### src/rtl/icache_ctrl_rv32_if.sv
// Fetch-side and memory-side signal bundle for the RV32I instruction cache controller.
// The iFLUSH wire exists only when ICACHE_FLUSH_EN is defined.
interface icache_ctrl_rv32_if;
   logic        iREQ;
   logic [31:0] iINSTADDR;
   logic [31:0] oINSTDATA;
   logic        oStallI;
   logic        oMEMREQ;
   logic [31:0] oMEMADDR;
   logic        iMEMACK;
   logic [31:0] iMEMDATA;
`ifdef ICACHE_FLUSH_EN
   logic        iFLUSH;
`endif

   // Cache controller side
   modport slave (
      input  iREQ, iINSTADDR, iMEMACK, iMEMDATA,
`ifdef ICACHE_FLUSH_EN
      input  iFLUSH,
`endif
      output oINSTDATA, oStallI, oMEMREQ, oMEMADDR
   );

   // Core / memory model side
   modport master (
      output iREQ, iINSTADDR, iMEMACK, iMEMDATA,
`ifdef ICACHE_FLUSH_EN
      output iFLUSH,
`endif
      input  oINSTDATA, oStallI, oMEMREQ, oMEMADDR
   );
endinterface

### src/rtl/icache_ctrl_rv32.sv
// Direct-mapped, one-word-per-line instruction cache controller for the RV32I fetch stage.
// Hits return data one cycle after the request; a miss stalls the core and issues a
// single-word refill to instruction memory.
// Optional feature macro: ICACHE_FLUSH_EN (adds iFLUSH and a line-by-line invalidate walk).
module icache_ctrl_rv32 #(
   parameter int LINES = 8
) (
   input logic                iCLK,
   input logic                iRSTn,
   icache_ctrl_rv32_if.slave  bus
);
   localparam int IDXW = $clog2(LINES);
   localparam int TAGW = 30 - IDXW;

`ifdef ICACHE_FLUSH_EN
   typedef enum logic [1:0] {IDLE = 2'd0, REFILL = 2'd1, FLUSH = 2'd2} state_t;
`else
   typedef enum logic [1:0] {IDLE = 2'd0, REFILL = 2'd1} state_t;
`endif

   state_t state, stateNxt;

   logic [LINES-1:0] valid;
   logic [TAGW-1:0]  tagArr  [LINES];
   logic [31:0]      dataArr [LINES];

   logic [IDXW-1:0]  idx;
   logic [TAGW-1:0]  tag;
   logic             hit;
   logic             ackRefill;
   logic             missStart;
   logic [31:0]      memAddrQ;
   logic [31:0]      instDataQ;
   logic [IDXW-1:0]  refIdx;
   logic [TAGW-1:0]  refTag;
   logic             memReq;
   logic             stall;
   logic [1:0]       unusedAddrBits;

`ifdef ICACHE_FLUSH_EN
   logic             flushPend;
   logic [IDXW-1:0]  flushCnt;
   logic             flushLast;
`endif

   assign idx            = bus.iINSTADDR[IDXW+1:2];
   assign tag            = bus.iINSTADDR[31:IDXW+2];
   assign unusedAddrBits = bus.iINSTADDR[1:0];

   // The refill line is addressed from the captured request, not the live fetch address
   assign refIdx    = memAddrQ[IDXW+1:2];
   assign refTag    = memAddrQ[31:IDXW+2];

   assign hit       = bus.iREQ & valid[idx] & (tagArr[idx] == tag);
   assign ackRefill = (state == REFILL) & bus.iMEMACK;
   assign missStart = (state == IDLE) & (stateNxt == REFILL);

`ifdef ICACHE_FLUSH_EN
   assign flushLast = (flushCnt == IDXW'(LINES - 1));
`endif

   // State register
   always_ff @(posedge iCLK or negedge iRSTn) begin
      if (!iRSTn) state <= IDLE;
      else        state <= stateNxt;
   end

   // Next-state decode: flush beats miss in IDLE; a pending flush follows the refill
   always_comb begin
      stateNxt = state;
      case (state)
         IDLE: begin
`ifdef ICACHE_FLUSH_EN
            if (bus.iFLUSH)                stateNxt = FLUSH;
            else if (bus.iREQ && !hit)     stateNxt = REFILL;
`else
            if (bus.iREQ && !hit)          stateNxt = REFILL;
`endif
         end
         REFILL: begin
`ifdef ICACHE_FLUSH_EN
            if (bus.iMEMACK)               stateNxt = (flushPend || bus.iFLUSH) ? FLUSH : IDLE;
`else
            if (bus.iMEMACK)               stateNxt = IDLE;
`endif
         end
`ifdef ICACHE_FLUSH_EN
         FLUSH: begin
            if (flushLast)                 stateNxt = IDLE;
         end
`endif
         default:                          stateNxt = IDLE;
      endcase
   end

   // Output decode: memory request is a level for the whole refill, stall is same-cycle
   always_comb begin
      memReq = (state == REFILL);
      stall  = (state != IDLE) | (bus.iREQ & ~hit);
   end

   assign bus.oMEMREQ   = memReq;
   assign bus.oStallI   = stall;
   assign bus.oMEMADDR  = memAddrQ;
   assign bus.oINSTDATA = instDataQ;

   // Capture the word address of the missing fetch; it stays put until the ack
   always_ff @(posedge iCLK or negedge iRSTn) begin
      if (!iRSTn)         memAddrQ <= '0;
      else if (missStart) memAddrQ <= {bus.iINSTADDR[31:2], 2'b00};
   end

   // Registered instruction output, updated only by an IDLE hit
   always_ff @(posedge iCLK or negedge iRSTn) begin
      if (!iRSTn)                     instDataQ <= '0;
      else if (state == IDLE && hit)  instDataQ <= dataArr[idx];
   end

   // Valid bits: set by refill, cleared by reset or the flush walk
   always_ff @(posedge iCLK or negedge iRSTn) begin
      if (!iRSTn) begin
         valid <= '0;
      end else begin
         if (ackRefill) valid[refIdx] <= 1'b1;
`ifdef ICACHE_FLUSH_EN
         if (state == FLUSH) valid[flushCnt] <= 1'b0;
`endif
      end
   end

   // Tag and data storage need no reset; valid bits gate every use
   always_ff @(posedge iCLK) begin
      if (ackRefill) begin
         tagArr[refIdx]  <= refTag;
         dataArr[refIdx] <= bus.iMEMDATA;
      end
   end

`ifdef ICACHE_FLUSH_EN
   // Remember a flush request that arrives while a refill is outstanding
   always_ff @(posedge iCLK or negedge iRSTn) begin
      if (!iRSTn)                               flushPend <= 1'b0;
      else if (state == FLUSH)                  flushPend <= 1'b0;
      else if (state == REFILL && bus.iFLUSH)   flushPend <= 1'b1;
   end

   // Flush walk index; wraps back to zero on the last line so the next flush starts clean
   always_ff @(posedge iCLK or negedge iRSTn) begin
      if (!iRSTn)              flushCnt <= '0;
      else if (state == FLUSH) flushCnt <= flushCnt + 1'b1;
   end
`endif

endmodule
### src/flat_wrapper.sv
// flat-port wrapper written by rule: the top's interface ports become plain ports
module icache_ctrl_rv32_flat 
#(
   parameter int LINES = 8
)
  (iCLK, iRSTn, bus_iREQ, bus_iINSTADDR, bus_iMEMACK, bus_iMEMDATA, bus_oINSTDATA, bus_oStallI, bus_oMEMREQ, bus_oMEMADDR);
  icache_ctrl_rv32_if bus_i ();
  input logic iCLK;
  input logic iRSTn;
  input wire logic [$bits(bus_i.iREQ)-1:0] bus_iREQ;
  input wire logic [$bits(bus_i.iINSTADDR)-1:0] bus_iINSTADDR;
  input wire logic [$bits(bus_i.iMEMACK)-1:0] bus_iMEMACK;
  input wire logic [$bits(bus_i.iMEMDATA)-1:0] bus_iMEMDATA;
  output wire logic [$bits(bus_i.oINSTDATA)-1:0] bus_oINSTDATA;
  output wire logic [$bits(bus_i.oStallI)-1:0] bus_oStallI;
  output wire logic [$bits(bus_i.oMEMREQ)-1:0] bus_oMEMREQ;
  output wire logic [$bits(bus_i.oMEMADDR)-1:0] bus_oMEMADDR;
  assign bus_i.iREQ = bus_iREQ;
  assign bus_i.iINSTADDR = bus_iINSTADDR;
  assign bus_i.iMEMACK = bus_iMEMACK;
  assign bus_i.iMEMDATA = bus_iMEMDATA;
  assign bus_oINSTDATA = bus_i.oINSTDATA;
  assign bus_oStallI = bus_i.oStallI;
  assign bus_oMEMREQ = bus_i.oMEMREQ;
  assign bus_oMEMADDR = bus_i.oMEMADDR;
  icache_ctrl_rv32 #(.LINES(LINES)) u_core (.iCLK(iCLK), .iRSTn(iRSTn), .bus(bus_i));
endmodule
### config.mk
export PLATFORM = sky130hd
export DESIGN_NAME = icache_ctrl_rv32_flat
export DESIGN_NICKNAME = d
export VERILOG_FILES = /design/src/rtl/icache_ctrl_rv32_if.sv /design/src/rtl/icache_ctrl_rv32.sv /design/src/flat_wrapper.sv
export SDC_FILE = /design/constraint.sdc
export NUM_CORES = 1
export LEC_CHECK = 0
export ABC_AREA = 1
export CORE_ASPECT_RATIO = 1.75
export CORE_UTILIZATION = 64
export DETAILED_ROUTE_END_ITERATION = 12
export GPL_TIMING_DRIVEN = 0
export HOLD_SLACK_MARGIN = 0.03
export PLACE_DENSITY = 0.85
export SYNTH_ARGS = -nofsm -noshare
export SYNTH_HDL_FRONTEND = slang
export SYNTH_SLANG_ARGS = --single-unit
### constraint.sdc
create_clock -name iCLK -period 6.7 [get_ports iCLK]
set_clock_uncertainty 0.2 [all_clocks]
set_input_delay 1.34 -clock iCLK [delete_from_list [all_inputs] [get_ports iCLK]]
set_output_delay 1.34 -clock iCLK [all_outputs]
set_load 0.01 [all_outputs]
**Word-level counts from Yosys, hierarchy flattened**

Memories as Yosys holds them, arrays and structs flattened. A register that Yosys moved wholly into a read port is not among the register bits.
Index checks and enable logic that the tools add are counted.
W data, S select, Z words.

- Flip-flop bits (word level): 40
- RAM bits: 472
- Bits of input ports: 68
- Logic and storage cells: 35
- Memories: 2

- Magnitude comparators: 3
- Eq/ne operators: 3
- Multiplexer cells: 9
- Bitwise operators: 8
- Reductions and logical operators: 7

Memories:

| memory | depth | bits a word | read ports | clocked after memory_dff | write ports | RTL line | RTL |
|---|---|---|---|---|---|---|---|
| u_core.dataArr | 8 | 32 | 1 | 1 | 1 | icache_ctrl_rv32.sv:25 | `logic [31:0] dataArr [LINES];` |
| u_core.tagArr | 8 | 27 | 1 | 0 | 1 | icache_ctrl_rv32.sv:24 | `logic [TAGW-1:0] tagArr [LINES];` |

Operators with widths:

| cell | count |
|---|---|
| $eq A27 B27 Y1 | 1 |
| $lt A3 B4 Y1 const B | 2 |
| $or A8 B8 Y8 | 1 |
| $and A1 B1 Y1 | 5 |
| $eq A2 B1 Y1 const B | 2 |
| $mux W1 | 4 |
| $mux W2 | 2 |
| $pmux W2 S2 | 1 |
| $bmux W1 S3 | 1 |
| $demux W1 S3 | 1 |
| $ge A3 B1 Y1 const B | 1 |
| $logic_and A1 B1 Y1 | 3 |
| $logic_not A1 Y1 | 2 |
| $logic_not A2 Y1 | 1 |
| $reduce_bool A2 Y1 | 1 |
| $not A1 Y1 | 1 |
| $or A1 B1 Y1 | 1 |

**Longest topological paths before layout**

Gate-level depths: netlist of the first run.

- Depth in word-level cells: 10
- Gate-level depth with buffers: 20

**Worst setup path before layout of the first run**

No wires, ideal clock.

- Path kind: input to register
- Start: input bus_iMEMACK
- End: memory u_core.dataArr[0][0], enable pin
- Setup time: 0.477 ns
- Arrival time: 4.118 ns
- Required time: 6.023 ns
- Setup slack: 1.905 ns
- Stages on the path: 4
- Path buffers: 0
- Path through: inv_1 > nor2_1 > nand2_1 > nor2_1

- Longest elaborated chain between the ends: 3

Ends and longest elaborated chain:

| what | RTL line | RTL |
|---|---|---|
| from (decl) | flat_wrapper.sv:12 | `input wire logic [$bits(bus_i.iMEMACK)-1:0] bus_iMEMACK;` |
| $and A1 B1 Y1 | icache_ctrl_rv32.sv:55 | `assign ackRefill = (state == REFILL) & bus.iMEMACK;` |
| $mux W1 | icache_ctrl_rv32.sv:133 | `if (ackRefill) begin` |
| $mux W1 (implied by the code) | icache_ctrl_rv32.sv:135 | `dataArr[refIdx] <= bus.iMEMDATA;` |
| to (decl) | icache_ctrl_rv32.sv:25 |  |

Every way passes these cells.

**Worst setup path after layout of the first run**

- Start: input bus_iINSTADDR[4]
- End: output bus_oStallI

- Longest elaborated chain between the ends: 7
- Elaborated cells on any way between the ends: 9
- Those cells by class: eq/ne: 1; mux: 2; bitwise: 5; memory: 1

Ends and longest elaborated chain:

| what | RTL line | RTL |
|---|---|---|
| from (decl) | flat_wrapper.sv:11 | `input wire logic [$bits(bus_i.iINSTADDR)-1:0] bus_iINSTADDR;` |
| branches (longest 3 deep; another with $mem_v2 Z8 W27) | -- |  |
| $and A1 B1 Y1 (*) | icache_ctrl_rv32.sv:54 | `assign hit = bus.iREQ & valid[idx] & (tagArr[idx] == tag);` |
| $not A1 Y1 (*) | icache_ctrl_rv32.sv:99 | `stall = (state != IDLE) \| (bus.iREQ & ~hit);` |
| $and A1 B1 Y1 (*) | icache_ctrl_rv32.sv:99 |  |
| $or A1 B1 Y1 (*) | icache_ctrl_rv32.sv:99 |  |
| to (decl) | flat_wrapper.sv:15 | `output wire logic [$bits(bus_i.oStallI)-1:0] bus_oStallI;` |

Mark *: on every way between the ends. The select of a mux whose other input is x is not followed.

==> summary.md, run 1 <==
| Metric | Value |
|---|---|
| Place WS | 0.493 ns |
| WS Path Type | primary input to primary output |
| Total clock sinks | 544 |
| # rows | 90 |
| I/O Pins | approximately 130 |
| Hold WC Path Type | flip-flop to flip-flop |
| TritonCTS clock tree | yes |
| Leakage power | between 10 and 15 nW |
| Fmax | 156 MHz |
| Post_cts resized | 0 |
| Routed wire length per instance | between 20 and 30 um |
| RSZ-0062 raised after global routing | no |
| CP Data Arrival Time | around 4.9 ns |
| Most frequent cells in the layout | nand2_1, edfxtp_1, inv_1, nand3_1, nor2_1 |
| Status | completed |
| Initial Util | 0.652 |
| Drt via density | approximately 6.4 |
| Headroom to the max-slew limit | 0.138 |
| Netlist cell types | 30 |
| Power Dens Cells | 276 nW/um^2 |
| Layout cells sized above 1 | 0.0726 |
| Clock slew at reported path FFs | 0.06 ns |
| Core area | between 30000 and 40000 um^2 |
| Die width | 144 um |
| DRT Wirelength | 69400 um |
| Mapped Area | roughly 23000 um^2 |
| Critical path capture point type | primary output |
| Setup-failing EPs final | 0 |
| Buffers on Ports | roughly 130 |
| Mapped Avg Cell Area | 11.1 um^2 |
| Die Ht | approximately 250 um |
| Hold slack final | 0.277 ns |
| First-pass GRT wire length | 103000 um |
| Sw Ratio | 0.238 |
| Latest clock arrival within the worst-skew pair | 0.58 ns |
| Final worst-path cycle share | 0.957 |
| Final Net Count | 2289 |
| Clock power frac | 0.379 |
| Area of the die | 36000 um^2 |
| Drt first pass iters | 6 |
| Vias in the first global route | 17300 |
| CTS max path bufs | 3 |
| Yosys Warn Count | 0 |
| CTS Hold Bufs | 0 |
| Maxcap violations | 0 |
| Post-Synthesis Cells | 2026 |
| Main flop type after synthesis | edfxtp_1 |
| Power share of the combinational group | 0.087 |
| Routed Antenna Nets | 0 |
| Layout Area Growth over Synthesis | 17.2% |
| Setup bufs post-CTS | 0 |
| Via Count | about 17000 |
| Element type at the critical path start | primary input |
| Most common cell after layout, fill and taps aside | nand2_1 |
| Register Area | 16000 um^2 |
| NetSw | 0.00173 W |
| Final Power | 0.00728 W |
| Initial antenna violation count | 1 |
| H-Tree Depth | 2 |
| Hold Fails Final Rpt | 0 |
| Post-DP HPWL | about 45000 um |
| Root Buffer | clkbuf_16 |
| Crit Path Max Fanout | 10 |
| VDD IR max | 0.000250 V |
| #FFs+latches synth | 544 |
| Post-synth EDFFs | 472 |
| Tot GR Track Use | 0.402 |
| Grt ovf | 0 |
| Drt drc | 0 |
| Power share of the sequential group | 0.534 |
| Number of diodes | 0 |
| Post-synthesis sequential area ratio | 0.709 |
| Synth async-reset ratio | 0.132 |
| P_int | 0.00555 W |
| Clock period minus worst slack | 6.41 ns |
| Slew Limit Fails | 0 |
| Slew of the pin with the lowest slew margin | 1.29 ns |
| Setup ws final | ~0.29 ns |
| Detailed router's first-iteration violation count | roughly 2600 |
| Gpl congestion | around 0.98 |
| # fillers | 2117 |
| Multi-input logic area | 5420 um^2 |
| Largest net degree at the start of global routing | 53 |
| WP data required | 5.16 ns |
| CTS buffer count | 46 |
==> worst paths after layout <==
path	start	end	slack (ns)	cells past startpoint
setup reg to reg	u_core.state[1]	u_core.dataArr[7][26]	3.78	7
setup / recovery	bus_iINSTADDR[4]	bus_oStallI	0.29	16
max in group asynchronous	iRSTn	u_core.bus.oINSTDATA[25]	5.18	2
min in group asynchronous	iRSTn	u_core.bus.oMEMADDR[23]	0.47	1
hold / removal	u_core.bus.oINSTDATA[9]	u_core.bus.oINSTDATA[9]	0.28	2
hold reg to reg	u_core.bus.oINSTDATA[9]	u_core.bus.oINSTDATA[9]	0.28	2
==> through the flow <==
| stage | setup TNS [ns] | cell area [um^2] | instances | util |
|---|---|---|---|---|
| 3_5_place_dp | 0 | 24900 | 2633 | 0.720 |
| 6_report | 0 | 26400 | 2719 | 0.764 |
| 3_3_place_gp | -561.73 | 24400 | 2614 | 0.706 |
| 4_1_cts | 0 | 26400 | 2719 | 0.764 |
| 2_1_floorplan | 0 | 22600 | 2028 | - |
| 5_1_grt | 0 | 26400 | 2719 | 0.764 |
==> registers in the layout (all words and copies together), names as in the netlist <==
name / count
u_core.bus.oMEMADDR: 30
u_core.state: 2
u_core.valid: 8
u_core.bus.oINSTDATA: 32
u_core.dataArr: 256
u_core.tagArr: 216
==> metal layers <==
metal | routed length [um] | vias up | global-route usage | part of all wire
met5 | 9 | - | 0 | 0.00013
met4 | 6620 | 2 | 0.336 | 0.095
met3 | 7570 | 448 | 0.0963 | 0.11
met2 | 34100 | 1434 | 0.649 | 0.49
met1 | 21100 | 8162 | 0.444 | 0.30
li1 | - | 7311 | - | -
==> synthesized netlist by cell type (2+ instances only) <==
cell	instances	area [um^2]
buf_4	11	82.6
nand4_1	31	194
nand2_1	588	2210
o21ai_0	122	611
or2_2	2	12.5
or2_1	2	12.5
inv_2	2	7.51
buf_1	18	67.6
a21oi_1	36	180
nand3b_1	11	82.6
dfrtp_1	72	1800
nor2_1	148	556
buf_2	38	190
nand3_1	166	831
o22ai_1	32	200
a32o_1	32	320
buf_6	7	78.8
edfxtp_1	472	14200
o21ai_1	15	75.1
inv_1	168	631
clkbuf_1	44	165
==> logic make-up (layout without fill, tap and decap cells) <==
group	Yosys count	in the layout	synth area share
buf+inv	288	519	0.0542
compound gates	238	238	0.0618
simple gates	953	953	0.175
xor+xnor	2	2	0.000777
flops	544	544	0.709
other cells	1	3	0.000166
==> final cells by class <==
type / instances / share of cell area
inverters: 170 / 0.0241
plain buffers: 118 / 0.0221
well taps: 460 / 0.0218
multi-input cells: 1196 / 0.205
repair buffers: 145 / 0.0637
clock inverters: 15 / 0.00492
clock buffers: 71 / 0.0537
flip-flops and latches: 544 / 0.605
==> power groups by stage <==
stage	Sequential [W]	Clock, W	Combinational (W)
2_1_floorplan	0.00394	0	0.000280
3_3_place_gp	0.00395	0	0.000569
3_5_place_dp	0.00395	0	0.000606
4_1_cts	0.00388	0.00275	0.000614
5_1_grt	0.00389	0.00287	0.000675
6_report	0.00389	0.00276	0.000636
==> critical path, stage by stage <==
cell and delay [ns]:
clkdlybuf4s50_1 0.48, inv_1 0.13, clkbuf_1 0.53, nand3_1 0.39, nand3b_1 0.32, nand2_1 0.08
inv_1 0.05, nand2_1 0.04, nor2_1 0.19, nand2_1 0.09, nor2_1 0.09, nand2_1 0.14
buf_2 0.27, nand2_1 0.11, nand2_1 0.10, clkdlybuf4s50_1 0.51
(Power assumes the default switching activity.)
==> run 2: changes to the inputs <==
- ABC_AREA: 1 -> not set
- CORE_UTILIZATION: 64 -> 63
- PLACE_DENSITY: 0.85 -> 0.84
- RECOVER_POWER: not set -> 100
==> summary.md, run 2 <==
| Metric | Value |
|---|---|
| Status | complete, but fails checks |
| Violated checks | max-capacitance violations, max-slew violations |
| Core area | 32800 um^2 |
| Main flop type after synthesis | edfxtp_1 |
| Netlist cell types | 40 |
| Most frequent cells in the layout | edfxtp_1, mux2_2, mux4_2, dlygate4sd3_1, dfrtp_1 |
| Layout cells sized above 1 | 0.250 |
| Latest clock arrival within the worst-skew pair | 0.57 ns |
| Maxcap violations | 11 |
| Synth area leaders | edfxtp_1, mux4_2, dfrtp_1 |
| Post-synthesis xor/xnor area fraction | 0.00878 |
| Place WS | 0.509 ns |
| Clock period minus worst slack | 6.42 ns |
| Via Count | 10400 |
| Hold WC Path Type | flip-flop to flip-flop |
| Max reg flops | 256 |
| VDD IR max | 0.000272 V |
| TritonCTS clock tree | yes |
| Setup-failing EPs final | 0 |
| Mux contribution to synthesized area | 0.186 |
| Root Buffer | clkbuf_16 |
| #FFs+latches synth | roughly 540 |
| Synth Area in Simple Gates | 0.0191 |
| Largest register by flop count | u_core.dataArr |
| Initial Util | 0.638 |
| Yosys Warn Count | 0 |
| Die width | 140 um |
| Crit Path Max Fanout | 23 |
| Synth async-reset ratio | 0.132 |
| Vias in the first global route | about 11000 |
| Routed Antenna Nets | 0 |
| WS Path Type | primary input to flip-flop |
| # fillers | 1832 |
| Fmax | 156 MHz |
| Grt ovf | 0 |
| Family with the most delay on the worst path | buffers and inverters |
| Power Dens Cells | 292 nW/um^2 |
| Drt drc | 0 |
| Die Ht | 243 um |
| I/O Pins | about 130 |
| Critical path capture point type | flip-flop |
| Commonest cells in the netlist | edfxtp_1, mux2_2, mux4_2 |
| Setup bufs post-CTS | 0 |
| Area of the die | roughly 34000 um^2 |
| Multi-input logic area | between 4000 and 5000 um^2 |
| First-pass GRT wire length | slightly below 70000 um |
| Setup ws final | 0.279 ns |
| Post-Synthesis Cells | around 960 |
| Post-synthesis adder-cell area fraction | 0 |
| Crit path buffers/inverters | 3 |
| Flop-to-flop setup slack | approximately 0.8 ns |
| Detailed router's first-iteration violation count | 1036 |
| Hold slack final | 0.285 ns |
| Drt via density | 6.48 |
| Slowest CP cell | nor2_1 |
| Routed wire length per instance | 28.8 um |
| WP data required | 6.67 ns |
| Slew Limit Fails | 273 |
| Most common cell after layout, fill and taps aside | edfxtp_1 |
| Element type at the critical path start | primary input |
| CTS buffer count | 44 |
| Biggest area consumer among synthesized cells | edfxtp_1 |
| CP Data Arrival Time | 6.39 ns |
| # rows | 88 |
| CTS max path bufs | 3 |
| Crit path cell chain | dlygate4sd3_1 > nand3_1 > nor2_1 > clkbuf_1 > dlymetal6s4s_1 |
| Final worst-path cycle share | 0.958 |
| Final Net Count | 1232 |
| Largest family of logic cells by synthesized area | multiplexers |
| Mapped Avg Cell Area | 21.8 um^2 |
| Most common cell in the netlist | edfxtp_1 |
| Dpl cells | ~1500 |
| Synth top area share | 0.677 |
| Post-synthesis compound-gate area fraction | 0.0101 |
| Clock slew at reported path FFs | around 0.070 ns |
| Register Area | ~16000 um^2 |
| Post-synth EDFFs | 472 |
| Critical Path Max Stage Delay | 1.90 ns |
| CTS Hold Bufs | 0 |
| Mapped Area | 20900 um^2 |
| DRT Wirelength | approximately 46000 um |
| Leakage power | 8.34 nW |
| Headroom to the max-slew limit | -1.68 |
| Non-filler cells, final | 1607 |
| Post-synthesis sequential area ratio | 0.763 |
| Total clock sinks | 544 |
| Drt first pass iters | 7 |
| Initial antenna violation count | 3 |
| Buffers on Ports | between 100 and 150 |
| RSZ-0062 raised after global routing | no |
| Slew of the pin with the lowest slew margin | 4.02 ns |
| Tot GR Track Use | 0.286 |
| Hold Fails Final Rpt | 0 |
| Gpl congestion | ~0.78 |
| Post_cts resized | 0 |
| H-Tree Depth | 2 |
| Post-DP HPWL | 29500 um |
| Largest net degree at the start of global routing | 60 |
| Layout Area Growth over Synthesis | 15.8% |
==> run 2: cell types whose count changed after synthesis, sizes merged, moves of 37 or more <==
cell    before  now
nor2       149   10
clkbuf      44    7
mux4         0   98
inv        170    1
nand3      167    4
mux2         0  109
o21ai      137    5
nand2      589   11
mux2i        0   46
buf         74   37
==> run 2: worst paths after layout <==
check / depth (start not counted) / end / startpoint
max in group asynchronous: 2 / u_core.bus.oMEMADDR[27] / iRSTn
min reg2reg: 1 / u_core.valid[0] / u_core.valid[0]
min in group asynchronous: 1 / u_core.bus.oINSTDATA[12] / iRSTn
min: 1 / u_core.valid[0] / u_core.valid[0]
max reg2reg: 5 / u_core.tagArr[3][24] / u_core.state[0]
max: 5 / u_core.tagArr[3][24] / bus_iMEMACK
==> run 2: cell type report <==
| cell class | count | area share |
|---|---|---|
| Multi-Input combinational cell | 375 | 0.193 |
| Sequential cell | 544 | 0.659 |
| Clock inverter | 24 | 0.0107 |
| Clock buffer | 58 | 0.0497 |
| Timing Repair Buffer | 154 | 0.0564 |
| Tap cell | 405 | 0.0209 |
| Buffer | 44 | 0.00986 |
| Inverter | 1 | 0.000155 |
| Antenna cell | 2 | 0.000206 |
==> run 2: report_power, final <==
group	switching, W	internal (W)
Sequential	0.000105	0.00383
Clock	0.00118	0.00147
Combinational	0.000256	0.000240
==> run 2: routing by layer <==
| layer | track usage | share of wire | routed length, um |
|---|---|---|---|
| met1 | 0.330 | 0.34 | 15700 |
| met2 | 0.522 | 0.56 | 25800 |
| met3 | 0.0399 | 0.057 | 2640 |
| met4 | 0.137 | 0.045 | 2110 |
| met5 | 0 | 0 | 0 |
==> run 2: cells by family (layout without fill, tap and decap cells) <==
logic type	Yosys count	after routing
AOI/OAI and AO/OA	30	30
xor gates and xnor gates	21	21
buffers and inverters	45	281
DFF	544	544
muxes	253	253
other	1	5
and+or+nand+nor	68	68
==> run 2: per-stage QoR <==
step	power [W]	util	area, um^2	setup TNS (ns)
CTS	0.00713	0.754	24700	0
floorplan	0.00425	-	20900	0
detailed placement	0.00453	0.710	23300	0
finish	0.00708	0.739	24200	0
global route	0.00725	0.739	24200	0
global placement	0.00449	0.692	22700	-899.16
